`src/rtl/alu_uart_if_pkg.sv`:
```
// Shared definitions for the ALU <-> UART bridge: default widths, FSM state
// encoding and the ALU opcode constants understood by the companion ALU.
package alu_uart_if_pkg;

   localparam int N_BITS_DEF = 8;
   localparam int N_OP_DEF   = 6;

   // ALU opcodes (low N_OP bits of the received opcode byte)
   localparam logic [N_OP_DEF-1:0] OP_SRL = 6'h02;
   localparam logic [N_OP_DEF-1:0] OP_SRA = 6'h03;
   localparam logic [N_OP_DEF-1:0] OP_ADD = 6'h20;
   localparam logic [N_OP_DEF-1:0] OP_SUB = 6'h22;
   localparam logic [N_OP_DEF-1:0] OP_AND = 6'h24;
   localparam logic [N_OP_DEF-1:0] OP_OR  = 6'h25;
   localparam logic [N_OP_DEF-1:0] OP_XOR = 6'h26;
   localparam logic [N_OP_DEF-1:0] OP_NOR = 6'h27;

   typedef enum logic [2:0] {
      ST_GET_A   = 3'd0,
      ST_GET_B   = 3'd1,
      ST_GET_OP  = 3'd2,
      ST_EXEC    = 3'd3,
      ST_SEND    = 3'd4,
      ST_WAIT_TX = 3'd5
   } state_t;

endpackage

```
`src/rtl/alu_uart_if.sv`:
```
// Bridge between a UART and a combinational ALU: collects operand A, operand B
// and an opcode from three received bytes, lets the ALU settle for one cycle,
// then hands the result byte to the UART transmitter and waits for it to go.
module alu_uart_if
   import alu_uart_if_pkg::*;
#(
   parameter int N_BITS = N_BITS_DEF,
   parameter int N_OP   = N_OP_DEF
) (
   input  logic              clk,
   input  logic              reset,
   input  logic              rx_done,
   input  logic [N_BITS-1:0] rx_data,
   input  logic              tx_done,
   input  logic [N_BITS-1:0] alu_result,
   output logic [N_BITS-1:0] alu_a,
   output logic [N_BITS-1:0] alu_b,
   output logic [N_OP-1:0]   alu_op,
   output logic              tx_start,
   output logic [N_BITS-1:0] tx_data,
   output logic              busy,
   output logic [N_BITS-1:0] drop_cnt
);

   state_t state;
   state_t state_nxt;

   // State register
   always_ff @(posedge clk or posedge reset) begin
      if (reset) begin
         state <= ST_GET_A;
      end else begin
         state <= state_nxt;
      end
   end

   // Next-state logic; tx_done only matters in WAIT_TX, and an rx_done arriving
   // together with it is dropped rather than taken as the next operand A
   always_comb begin
      state_nxt = state;
      unique case (state)
         ST_GET_A:   if (rx_done) state_nxt = ST_GET_B;
         ST_GET_B:   if (rx_done) state_nxt = ST_GET_OP;
         ST_GET_OP:  if (rx_done) state_nxt = ST_EXEC;
         ST_EXEC:    state_nxt = ST_SEND;
         ST_SEND:    state_nxt = ST_WAIT_TX;
         ST_WAIT_TX: if (tx_done) state_nxt = ST_GET_A;
         default:    state_nxt = ST_GET_A;
      endcase
   end

   // Moore outputs decoded from the current state
   always_comb begin
      tx_start = (state == ST_SEND);
      busy     = (state == ST_EXEC) || (state == ST_SEND) || (state == ST_WAIT_TX);
   end

   // Operand and opcode capture; values persist until the next transaction overwrites them
   always_ff @(posedge clk or posedge reset) begin
      if (reset) begin
         alu_a  <= '0;
         alu_b  <= '0;
         alu_op <= '0;
      end else if (rx_done) begin
         case (state)
            ST_GET_A:  alu_a  <= rx_data;
            ST_GET_B:  alu_b  <= rx_data;
            ST_GET_OP: alu_op <= rx_data[N_OP-1:0];
            default:   ;
         endcase
      end
   end

   // Result capture at the end of EXEC, once the ALU has had a full cycle to settle
   always_ff @(posedge clk or posedge reset) begin
      if (reset) begin
         tx_data <= '0;
      end else if (state == ST_EXEC) begin
         tx_data <= alu_result;
      end
   end

   // Saturating count of bytes that arrived while a result was in flight
   always_ff @(posedge clk or posedge reset) begin
      if (reset) begin
         drop_cnt <= '0;
      end else if (rx_done && busy && (drop_cnt != '1)) begin
         drop_cnt <= drop_cnt + N_BITS'(1);
      end
   end

endmodule
```
`config.mk`:
```
export PLATFORM = sky130hd
export DESIGN_NAME = alu_uart_if
export DESIGN_NICKNAME = d
export VERILOG_FILES = /design/src/rtl/alu_uart_if_pkg.sv /design/src/rtl/alu_uart_if.sv
export SDC_FILE = /design/constraint.sdc
export NUM_CORES = 1
export LEC_CHECK = 0
export CAP_MARGIN = 25
export CELL_PAD_IN_SITES_DETAIL_PLACEMENT = 0
export CELL_PAD_IN_SITES_GLOBAL_PLACEMENT = 1
export CORE_UTILIZATION = 25
export DETAILED_ROUTE_END_ITERATION = 12
export PLACE_DENSITY = 0.64
export SLEW_MARGIN = 20
export SYNTH_ARGS = -nofsm -noshare
export SYNTH_HDL_FRONTEND = slang
export SYNTH_SLANG_ARGS = --single-unit
```
`constraint.sdc`:
```
create_clock -name clk -period 1.9 [get_ports clk]
set_input_delay 0.19 -clock clk [delete_from_list [all_inputs] [get_ports clk]]
set_output_delay 0.19 -clock clk [all_outputs]
set_load 0.05 [all_outputs]
```
**Word-level counts from Yosys, hierarchy flattened**

Index checks and enable logic that the tools add are counted.

- Register bits after elaboration: 41
- Input port bits: 20
- Output and inout port bits: 40
- Word-level logic and storage cells: 31

- $add $sub $neg: 1
- Equal/unequal tests: 10
- Multiplexer cells: 5
- Reductions and logical operators: 9

Operators by type and width:

| cell | number |
|---|---|
| 3-bit one-hot mux with 6 select lines | 1 |
| 3-bit 2-to-1 mux | 4 |
| 8-bit by 1-bit adder with 8-bit output, second input constant | 1 |
| 2-bit != test, second input constant | 4 |
| 8-bit != test, second input constant | 1 |
| 3-bit by 2-bit equality test with 1-bit output, second input constant | 2 |
| 3-bit equality test, second input constant | 2 |
| 2-bit AND reduction | 3 |
| 4-bit AND reduction | 1 |
| 3-bit by 1-bit equality test with 1-bit output, second input constant | 1 |
| 3-bit logical NOT | 1 |
| 1-bit logical AND | 2 |
| 1-bit logical OR | 2 |

**Logic depth before layout (Yosys ltp)**

- Depth after elaboration: 5
- Gate-level depth with buffers: 6
- Mapped depth without buffers: 5

**Worst setup path after synthesis**

No wires, ideal clock.

- Path type: register to register
- Start point: reg drop_cnt[0]
- End point: reg drop_cnt[1]
- Library setup time: 0.128 ns
- Data arrival time: 1.610 ns
- Required time: 1.772 ns
- Path slack: 0.162 ns
- Cell stages (with the launch flop): 5
- Buffers on the path: 0
- Period minus slack after synthesis: 1.738 ns
- Cells stage by stage: dfrtp_1 -> ha_1 -> nand3_1 -> o221ai_2 -> mux2_1

- Cells in the longest elaborated chain, start to end: 2
- Elaborated cells between the ends (all ways): 3
- Classes of those cells: 1 x add/sub; 1 x eq/ne; 1 x reduce/logical

RTL lines:

| item | line | text |
|---|---|---|
| from (decl) | alu_uart_if.sv:22 | `output logic [N_BITS-1:0] drop_cnt` |
| from (signal assigned) | alu_uart_if.sv:88 | `drop_cnt <= drop_cnt + N_BITS'(1);` |
| parallel branches: the longest is 2 deep, another holds 8-bit by 1-bit adder with 8-bit output | -- |  |

Several ways; the timed one is not identified.
A chain may end at the register's enable or synchronous reset.

**Final worst setup path**

- Start point: reg drop_cnt[3]
- End point: out drop_cnt[3]

No word-level cell between the ends.

==> reports/metrics.csv <==
stage;metric;value;unit
status;outcome;completed;
global_route;antenna_found_initial;0;
run;cap_violations;0;
yosys;synth_flop_cell;dfrtp_1;
placed_design;portBuffers;59;
clock_tree;cts_setup_buffers;0;
placed_design;place.gp.congestion;0.8121;
yosys;yosysMostFrequentCell;dfrtp_1;
sta;slew_violations;0;
sta;max_freq;557.8;MHz
yosys;synth-seq-area-share;58.74;%
routing;ant_nets;0;
yosys;syn_area;0.001747;mm^2
yosys;netlist_top_cells_area;dfrtp_1 59%, mux2_2 14%, nand2_1 6.2%;
yosys;synth_seq_cells;41;
yosys;yosysTopAreaCell;dfrtp_1;
final_layout;antenna_cells;0;
global_route;grt_pass1_vias;1295;
clock_tree;clkLatencyLatePin;0.29;ns
setup_path;cpMaxStageDelayCell;clkdlybuf4s50_1;
floorplanning;dieArea;0.007325;mm^2
routing;num_vias;1286;
setup_path;worstPathRequired;1.71;ns
final_layout;syn_to_final_growth;49.07;%
floorplanning;start_util;25.85;%
clock_tree;cts-root-buf;clkbuf_8;
global_route;overflow;0;
clock_tree;cts_hold_buf;0;
floorplanning;die_w;85.59;um
yosys;ys_types;34;
sta;rsz0062_at_grt;false;
setup_path;slowest_delay;0.85;ns
global_route;grt_usage;11.18;%
placed_design;hpwl;2830;um
setup_path;crit_family;buffers and inverters;
routing;drt_pass1_iterations;4;
setup_path;worstSetupStartpoint;drop_cnt[3]$_DFFE_PP0P_;
routing;wl_per_cell;13.54;um
floorplanning;die_height;85.59;um
yosys;synth-edff-count;0;
setup_path;end_kind;output pin;
clock_tree;cts_num_sinks;41;
global_route;grt_first_pass_wirelength;6348;um
yosys;yosys.area.top_type_share;58.74;%
yosys;synthTopCellsByCount;41 x dfrtp_1, 29 x nand2_1, 22 x mux2_2;
sta;worstMarginPinSlew;0.5354;ns
clock_tree;cts.htree.levels;2;
floorplanning;rows;30;
sta;setup_viol;0;
final_layout;drive_above_1_share;20.28;%
routing;routed_wirelength;3953;um
clock_tree;clk_pin_slew;0.08;ns
setup_path;worst_setup_path_start_kind;flip-flop;
sta;min_period;1.793;ns
setup_path;crit_chain;clkdlybuf4s50_1;
placed_design;dp_slack;-0.06362;ns
clock_tree;cts_resized;0;
sta;fin_crit_sh;94.36;%
setup_path;crit_fanout;7;
setup_path;arrival;1.60;ns
floorplanning;io_pins;60;
clock_tree;clk_path_buf_depth;2;
yosys;synth_nets;164;
final_layout;fin_nets;232;
global_route;grt_max_degree;42;
sta;finalClockSkew;0.007385;ns
yosys;synth_cells;143;
sta;fin_ws;0.1072;ns
floorplanning;core_area;0.006756;mm^2
routing;drt_iter0_markers;27;
setup_path;r2r_start;state[2]$_DFFE_PP0P_;
setup_path;critPathKind;reg2out;
sta;finalHoldViolCount;0;
sta;hold_slack;0.3331;ns
routing;via_per_inst;4.404;
clock_tree;cts_inserted_buffers;5;
yosys;syn_avg_cell_area;12.21;um^2
sta;max_slew_margin;64.31;%
clock_tree;cts_tree;done;
final_layout;fin_util;38.54;%
setup_path;path_buf_inv;1;
min_path;hp-class;in2async;
yosys;ys_warn_count;0;
yosys;async_flop_share;100.0;%
routing;route.detailed.drc;0;
flip-flops by register name, indices dropped and copies added (netlist names):
name / cells
tx_data: 8
alu_b: 8
alu_op: 6
alu_a: 8
state: 3
drop_cnt: 8
final cells by class:
class	count	area, um^2
clock buffers	7	86.33
clock inverters	1	30.03
flip-flops and latches	41	1026
repair buffers	65	655.6
well taps	80	100.1
inverters	4	15.01
multi-input cells	94	690.7
fillers	684	4153
metal layers:
layer  global-route usage [%]  part of all wire, %  up-vias  wire length (um)
li1                         -                    -      630                 -
met1                    15.29                   48      628              1895
met2                    17.45                   48       26              1899
met3                    2.214                  3.1        2               122
met4                    4.394                 0.91        0                36
met5                        0                    0        -                 0
worst reg2reg max path, stage by stage, from the launching register on:
cell     delay [ns]
dfrtp_1        0.48
or3b_4         0.49
nor2_4         0.19
mux2_2         0.36
metrics by stage:
stage	std cells	TNS, ns	instance area [um^2]
after global routing	292	0	2604
final	292	0	2604
after detailed placement	284	-0.7088	2487
after CTS	292	0	2604
after global placement	284	-0.3499	2487
after floorplan	143	0	1747
cells in the final DEF (no fill, tap or decap), types with 2 or more instances in the layout:
cell type,instances
clkdlybuf4s50_1,57
dfrtp_1,41
nand2_1,29
mux2_2,22
clkbuf_8,6
buf_4,6
a21oi_1,5
inv_1,3
nand3_1,3
nor2_1,3
mux2_1,2
nor2b_1,2
o21ai_0,2
nand2b_1,2
xnor2_1,2
and4_1,2
a31oi_1,2
and3_1,2
buf_12,2
cell families (layout without fill, tap and decap cells):
| group | count (synthesis) | in the layout | share of synthesized area [%] |
|---|---|---|---|
| compound gates | 14 | 14 | 5.587 |
| fa+ha+maj | 1 | 1 | 0.7162 |
| flops | 41 | 41 | 58.74 |
| xor+xnor | 3 | 3 | 1.505 |
| buf+inv | 8 | 77 | 2.077 |
| simple gates | 52 | 52 | 15.90 |
| mux | 24 | 24 | 15.47 |
path summary, 6_finish.rpt:
kind	endpoint	slack, ns	cells past startpoint
min in group clk	tx_data[7]$_DFFE_PP0N_	0.43	3
max in group asynchronous	state[2]$_DFFE_PP0P_	1.20	3
min	drop_cnt[1]$_DFFE_PP0P_	0.33	3
max	drop_cnt[3]	0.11	1
min reg2reg	tx_data[3]$_DFFE_PP0N_	0.48	2
max reg2reg	alu_op[3]$_DFFE_PP0P_	0.28	3
Power is not shown: default switching activity piles up to over one toggle a cycle in this logic, so the estimate is an artifact.
